==> src/rtl/branch_predictor.sv <==
// BTB-style branch predictor: direct-mapped table of tagged targets with saturating counters.
// Optional return-address stack enabled by defining BP_RAS_EN.
module branch_predictor #(
    parameter int unsigned XLEN      = 32,
    parameter int unsigned ENTRIES   = 64,
    parameter int unsigned TAG_BITS  = 10,
    parameter int unsigned CNT_BITS  = 2,
    parameter int unsigned RAS_DEPTH = 8
) (
    input  logic            clk,
    input  logic            reset,
    input  logic [XLEN-1:0] if_pc,
    output logic            predict_taken,
    output logic [XLEN-1:0] predict_target,
    input  logic            ex_update_valid,
    input  logic [XLEN-1:0] ex_pc,
    input  logic            ex_is_branch,
    input  logic            ex_is_jump,
    input  logic            ex_is_call,
    input  logic            ex_is_ret,
    input  logic            ex_taken,
    input  logic [XLEN-1:0] ex_target
);

    localparam int unsigned IDX = $clog2(ENTRIES);
    localparam logic [CNT_BITS-1:0] CNT_WEAK = CNT_BITS'(1) << (CNT_BITS - 1);
    localparam logic [CNT_BITS-1:0] CNT_MAX  = '1;

    typedef enum logic [1:0] {
        T_COND = 2'd0,
        T_JUMP = 2'd1,
        T_RET  = 2'd2
    } br_type_e;

    logic                valid_q [ENTRIES];
    logic [TAG_BITS-1:0] tag_q   [ENTRIES];
    logic [XLEN-1:0]     tgt_q   [ENTRIES];
    br_type_e            type_q  [ENTRIES];
    logic [CNT_BITS-1:0] cnt_q   [ENTRIES];

    logic [IDX-1:0]      rd_idx, wr_idx;
    logic [TAG_BITS-1:0] rd_tag, wr_tag;
    logic                rd_hit, wr_hit, upd_en, alloc;
    br_type_e            wr_type;
    logic [CNT_BITS-1:0] cnt_d;

    assign rd_idx = if_pc[IDX+1:2];
    assign rd_tag = if_pc[IDX+2 +: TAG_BITS];
    assign wr_idx = ex_pc[IDX+1:2];
    assign wr_tag = ex_pc[IDX+2 +: TAG_BITS];

    assign rd_hit = valid_q[rd_idx] && (tag_q[rd_idx] == rd_tag);
    assign wr_hit = valid_q[wr_idx] && (tag_q[wr_idx] == wr_tag);
    assign upd_en = ex_update_valid && (ex_is_branch || ex_is_jump);
    assign alloc  = upd_en && !wr_hit && (ex_is_jump || (ex_is_branch && ex_taken));

    always_comb begin
        wr_type = T_COND;
        if (ex_is_ret) begin
            wr_type = T_RET;
        end else if (ex_is_jump) begin
            wr_type = T_JUMP;
        end
    end

    always_comb begin
        cnt_d = cnt_q[wr_idx];
        if (ex_taken) begin
            if (cnt_q[wr_idx] != CNT_MAX) cnt_d = cnt_q[wr_idx] + CNT_BITS'(1);
        end else begin
            if (cnt_q[wr_idx] != '0) cnt_d = cnt_q[wr_idx] - CNT_BITS'(1);
        end
    end

    always_ff @(posedge clk) begin
        if (reset) begin
            for (int unsigned i = 0; i < ENTRIES; i++) begin
                valid_q[i] <= 1'b0;
                cnt_q[i]   <= CNT_WEAK;
            end
        end else if (upd_en) begin
            if (wr_hit) begin
                if (type_q[wr_idx] == T_COND) begin
                    cnt_q[wr_idx] <= cnt_d;
                    if (ex_taken) tgt_q[wr_idx] <= ex_target;
                end else begin
                    tgt_q[wr_idx] <= ex_target;
                end
            end else if (alloc) begin
                valid_q[wr_idx] <= 1'b1;
                tag_q[wr_idx]   <= wr_tag;
                tgt_q[wr_idx]   <= ex_target;
                type_q[wr_idx]  <= wr_type;
                cnt_q[wr_idx]   <= CNT_WEAK;
            end
        end
    end

`ifdef BP_RAS_EN
    localparam int unsigned RP = $clog2(RAS_DEPTH);
    localparam logic [RP:0] RAS_FULL = (RP+1)'(RAS_DEPTH);

    logic [XLEN-1:0] ras_q [RAS_DEPTH];
    logic [RP-1:0]   ras_ptr_q;
    logic [RP:0]     ras_cnt_q;
    logic [RP-1:0]   ras_top_ptr;
    logic [XLEN-1:0] ras_top, ret_addr;

    // ras_ptr_q is the next free slot; the top lives one below, wrapping circularly.
    assign ras_top_ptr = ras_ptr_q - RP'(1);
    assign ras_top     = ras_q[ras_top_ptr];
    assign ret_addr    = ex_pc + XLEN'(4);

    always_ff @(posedge clk) begin
        if (reset) begin
            ras_ptr_q <= '0;
            ras_cnt_q <= '0;
        end else if (upd_en) begin
            if (ex_is_call && !ex_is_ret) begin
                ras_ptr_q <= ras_ptr_q + RP'(1);
                if (ras_cnt_q != RAS_FULL) ras_cnt_q <= ras_cnt_q + (RP+1)'(1);
            end else if (ex_is_ret && !ex_is_call && ras_cnt_q != '0) begin
                ras_ptr_q <= ras_top_ptr;
                ras_cnt_q <= ras_cnt_q - (RP+1)'(1);
            end
        end
    end

    always_ff @(posedge clk) begin
        if (!reset && upd_en && ex_is_call) begin
            if (ex_is_ret) begin
                ras_q[ras_top_ptr] <= ret_addr;
            end else begin
                ras_q[ras_ptr_q] <= ret_addr;
            end
        end
    end
`endif

    always_comb begin
        predict_taken  = rd_hit && (type_q[rd_idx] != T_COND || cnt_q[rd_idx][CNT_BITS-1]);
        predict_target = '0;
        if (predict_taken) begin
            predict_target = tgt_q[rd_idx];
`ifdef BP_RAS_EN
            if (type_q[rd_idx] == T_RET && ras_cnt_q != '0) predict_target = ras_top;
`endif
        end
    end

    logic unused_bits;
    assign unused_bits = ^{if_pc[1:0], if_pc[XLEN-1:IDX+2+TAG_BITS],
                           ex_pc[1:0], ex_pc[XLEN-1:IDX+2+TAG_BITS], ex_is_call};

endmodule
==> config.mk <==
export PLATFORM = sky130hd
export DESIGN_NAME = branch_predictor
export DESIGN_NICKNAME = d
export VERILOG_FILES = /design/src/rtl/branch_predictor.sv
export SDC_FILE = /design/constraint.sdc
export NUM_CORES = 2
export LEC_CHECK = 0
export ABC_AREA = 1
export BUFFER_PORTS_ARGS = -buffer_cell sky130_fd_sc_hd__buf_2
export CORE_AREA = 4 4 612 614
export CTS_CLUSTER_DIAMETER = 50
export CTS_CLUSTER_SIZE = 30
export DETAILED_ROUTE_END_ITERATION = 6
export DIE_AREA = 0 0 616 618
export GPL_ROUTABILITY_DRIVEN = 0
export SYNTH_ARGS = -nofsm -noshare
export SYNTH_HDL_FRONTEND = slang
export SYNTH_SLANG_ARGS = --single-unit
==> constraint.sdc <==
create_clock -name clk -period 4.4 [get_ports clk]
set_clock_uncertainty 0.15 [all_clocks]
set_input_delay 0.22 -clock clk [delete_from_list [all_inputs] [get_ports clk]]
set_output_delay 0.22 -clock clk [all_outputs]
set_load 0.05 [all_outputs]
Word-level counts from Yosys, hierarchy flattened
Memory sizes are Yosys's and may differ from the RTL's.
Cells that the tools add are included.
- memories: 5
- memory bits (writable): 3008
- register bits: 0
- input port bits: 104
- equal/unequal tests: 3
- add/subtract/negate cells: 2
- reduce and logical (&&, ||, !) cells: 16
- muxes and demuxes: 38
- bitwise logic cells: 3
- memory list (name ; words ; bits a word ; read ports ; clocked after memory_dff ; write ports ; line ; text):
    tgt_q ; 64 ; 32 ; 1 ; 0 ; 1 ; 37 ; logic [XLEN-1:0] tgt_q [ENTRIES];
    tag_q ; 64 ; 10 ; 2 ; 0 ; 1 ; 36 ; logic [TAG_BITS-1:0] tag_q [ENTRIES];
    cnt_q ; 64 ; 2 ; 2 ; 0 ; 64 ; 39 ; logic [CNT_BITS-1:0] cnt_q [ENTRIES];
    type_q ; 64 ; 2 ; 2 ; 0 ; 1 ; 38 ; br_type_e type_q [ENTRIES];
    valid_q ; 64 ; 1 ; 2 ; 0 ; 64 ; 35 ; logic valid_q [ENTRIES];
- operators by type and width (kind ; number):
    two-way mux 32 bit ; 3
    two-way mux 1 bit ; 27
    equality test 10 bit ; 2
    two-way mux 2 bit ; 6
    two-way mux 6 bit ; 2
    logical AND 1 bit ; 7
    nonzero test 2 bit ; 2
    logical OR 1 bit ; 3
    bitwise OR 1 bit ; 3
    adder 2 x 1 -> 2 bit, second input constant ; 1
    zero test 2 bit ; 1
    != test 2 bit, second input constant ; 1
    OR reduction 2 bit ; 1
    subtractor 2 x 1 -> 2 bit, second input constant ; 1
    zero test 1 bit ; 1
    OR reduction 1 bit ; 1

Longest topological paths before layout
An unclocked memory read counts as a cell.
- word-level depth: 14
- mapped depth: 24

Worst setup path after synthesis
OpenSTA, ideal clock, no wires.
- path kind: input port to flip-flop
- from: in ex_pc[2]
- to: mem tgt_q[10][0] (enable)
- arrival: 3544 ps
- path slack: 285 ps
- cell stages on the path: 18
- cells stage by stage: buf_4 buf_6 buf_6 buf_2 o211ai_1 nand2_1 o21ai_0 nand2_1 nor2_1 nand2_1 nand2_1 nand3_1 nor2_2 nand3_2 nor2_1 nor2_4 buf_4 nor2_1
- longest elaborated chain between the ends: 12
- ends and longest elaborated chain (item ; line ; text):
    start: declaration ; 16 ; input logic [XLEN-1:0] ex_pc,
    memory (64 x 10 bit) ; - ;
    equality test 10 bit ; 53 ; assign wr_hit = valid_q[wr_idx] && (tag_q[wr_idx] == wr_tag);
    logical AND 1 bit ; 53 ;
    zero test 1 bit ; 55 ; assign alloc = upd_en && !wr_hit && (ex_is_jump || (ex_is_branch && ex_taken));
    logical AND 1 bit (2 in series) ; 55 ;
    two-way mux 1 bit ; 89 ; end else if (alloc) begin
    two-way mux 1 bit ; 82 ; if (wr_hit) begin
    two-way mux 1 bit ; 81 ; end else if (upd_en) begin
    two-way mux 1 bit ; 76 ; if (reset) begin
    two-way mux 1 bit (not written as such) ; 92 ; tgt_q[wr_idx] <= ex_target;
    bitwise OR 1 bit (no source line) ; - ;
    end: declaration ; 37 ;
Several ways; a longest one is shown, not always the timed one.

==> impl_metrics.toml <==
[worst_hold_path]
hold_path.class = "in2reg"
holdPathStages = 2

[logic_synthesis]
ys_ff_latch = 3008
synth_warnings = 0
seq_area_frac_synth_pct = 69.6
yosysTopAreaCell = "edfxtp_1"
synth-edff-count = 2944
synth_ff_type = "edfxtp_1"
netlist_top_cells_area = "edfxtp_1 69%, nand2_1 6.0%, o21ai_0 5.4%"
async_flop_share_pct = 0
syn_nets = 11500
yosysTopAreaCellShare_pct = 68.6
syn_avg_cell_area_um2 = 11.3
syn_area_mm2 = 0.129
synth_common_cells = "2944 x edfxtp_1, 2054 x nand2_1, 1390 x o21ai_0"
syn_inst = 11400
yosys.cell_count.top_type = "edfxtp_1"
yosysUniqueCellTypes = 45

[sta]
max_freq_mhz = 235
slew_viol_final = 0
setup_violations = 0
period_share_pct = 96.9
fin_crit_ps = 4260
relSlewSlack_pct = 14.5
rsz0062_at_grt = "no"
worstMarginPinSlew_ps = 1280
hold_violations = 0

[floorplan]
start_util_pct = 35.0
io_pins = 137
die_area_mm2 = 0.381
rows = 223
fp.dieW_um = 616
core_area_mm2 = 0.369
die_h_um = 618

[route]
wl_per_cell_um = 24.4
viasPerCell = 5.51
drc = 0
drt-total-wl_um = 415000
antenna_left = 0
first_pass_iters = 6
drtIter0Drc = 12100
vias = 93600

[setup_path]
worstSetupStartpointType = "flip-flop"
path_class = "reg2reg"
worst_ep_arrival_time_ps = 4740
worstRegToRegCells = 23
crit_path_end_kind = "flip-flop"
cp_max_fo = 32
worstPathRequired_ps = 4870

[layout]
nFillCells = 34200
final_core_util_pct = 41.4
postLayoutCellArea_mm2 = 0.153
layout.nets = 11900
post_route_cells_drive_above_1_share_pct = 12.8
final_cells = 17000
syn_to_final_growth_pct = 18.5

[power_and_ir_drop]
p_leak_nw = 52.5
p_per_area_mw_per_mm2 = 420
peakVddDrop_v = 0.000289

[clock_tree]
cts_setup_buffers = 0
root_buffer = "clkbuf_16"
clock-sinks = 3008
cts_buffer_depth = 4
clock_latency_ps = 920
cts_tree = "yes"
clk_pin_slew_ps = 80
h-tree-depth = 5
cts_inserted_buffers = 301

[global_route]
grt_first_pass_wirelength_um = 602000
grt_max_degree = 211
grtUsageTotal_pct = 20.8
grt_pass1_vias = 87500
antenna_found_initial = 14
grt-ovfl-total = 0

[placement]
dp.cells = 16400
dpl_cell_area_mm2 = 0.141
dp_hpwl_um = 255000
io_buffers = 103

[job]
drv_cap = 0

[status]
run_status = "complete, no violations"
-- timing repair --
item                                    in CTS  in global routing
pin swaps                                    2                  8
endpoints found under the hold margin     2513                  0
hold buffers                                48                  0
endpoints found under the setup margin      43                389
gates resized for setup                      2                 13
cloned                                       3                  7
-- metal layers --
metal	wire, µm	track usage, %	vias to the layer above	part of all wire, %
li1	-	-	42000	-
met1	169000	28.7	46100	41
met2	194000	33.5	4711	47
met3	33900	2.56	776	8.2
met4	17700	8.30	6	4.3
met5	37	0	-	0.0089
-- power by group --
group          total, mW  internal (mW)  switching (mW)
sequential          31.5           31.5          0.0263
clock               27.9           15.6            12.3
combinational       4.67           1.32            3.35
-- flip-flops by register name, indices dropped and copies added, names as in the netlist --
| register | count |
|---|---|
| cnt_q | 128 |
| tag_q | 640 |
| tgt_q | 2048 |
| valid_q | 64 |
| type_q | 128 |
-- placed cells by master (no fill, tap or decap), types with 96 or more instances in the layout --
cell type / netlist / routed
a21oi_1: 465 / 465
buf_12: 0 / 249
buf_4: 21 / 510
clkbuf_16: 0 / 312
edfxtp_1: 2944 / 2944
inv_1: 528 / 526
nand2_1: 2054 / 2054
nand3_1: 685 / 683
nor2_1: 1382 / 1307
o21ai_0: 1390 / 1386
o221ai_1: 301 / 301
o22ai_1: 96 / 96
-- final timing paths --
check / start / end / slack, ps
setup reg to reg: tag_q[40][5]$_DFFE_PP_ / tgt_q[43][29]$_DFFE_PP_ / 140
hold / removal: ex_target[8] / tgt_q[38][8]$_DFFE_PP_ / 140
setup / recovery: tag_q[40][5]$_DFFE_PP_ / tgt_q[43][29]$_DFFE_PP_ / 140
hold reg to reg: valid_q[55]$_DFF_P_ / valid_q[55]$_DFF_P_ / 350
-- critical path: stages, from the launching register on --
cell      delay, ps
edfxtp_1        370
or2_2           300
nand3_1          70
nand2_1          70
o21ai_1         210
buf_4           150
nand2_1          70
nor2_2          220
buf_4           150
nand2_1          40
nand2_1          50
nand2_1          50
nor2_1          100
nand2_1         110
nor2_4          190
buf_12          140
nand2_1         110
nand2_8          80
nand2_1          80
nor2_4          280
buf_12          300
buf_4           350
nor2_4           60
buf_12          180
-- area by class of cell --
class                           instances  area [µm²]  area share (%)
Antenna cell                            8        20.0          0.0131
Clock buffer                          330        7900            5.17
Multi-Input combinational cell       7041       34200            22.4
Sequential cell                      3008       89700            58.7
Clock inverter                        221        2950            1.93
Inverter                              543        2080            1.36
Timing Repair Buffer                  878        9700            6.35
Tap cell                             4950        6190            4.05
-- cell families after synthesis --
group	synth area share, %
flops	69.6
compound gates	12.4
buf+inv	4.35
simple gates	13.7
-- through the flow --
step / setup TNS [ps] / hold slack, ps / total power [mW] / setup WS, ps
2_1_floorplan: 0 / 169 / 34.5 / 285
3_3_place_gp: -708110 / 318 / 36.7 / -559
3_5_place_dp: -455760 / 315 / 36.7 / -483
4_1_cts: 0 / 77.8 / 64.4 / 5.64
5_1_grt: 0 / 138 / 65.9 / 59.5
6_report: 0 / 138 / 64.1 / 139
Power figures use the tool's default switching activity.
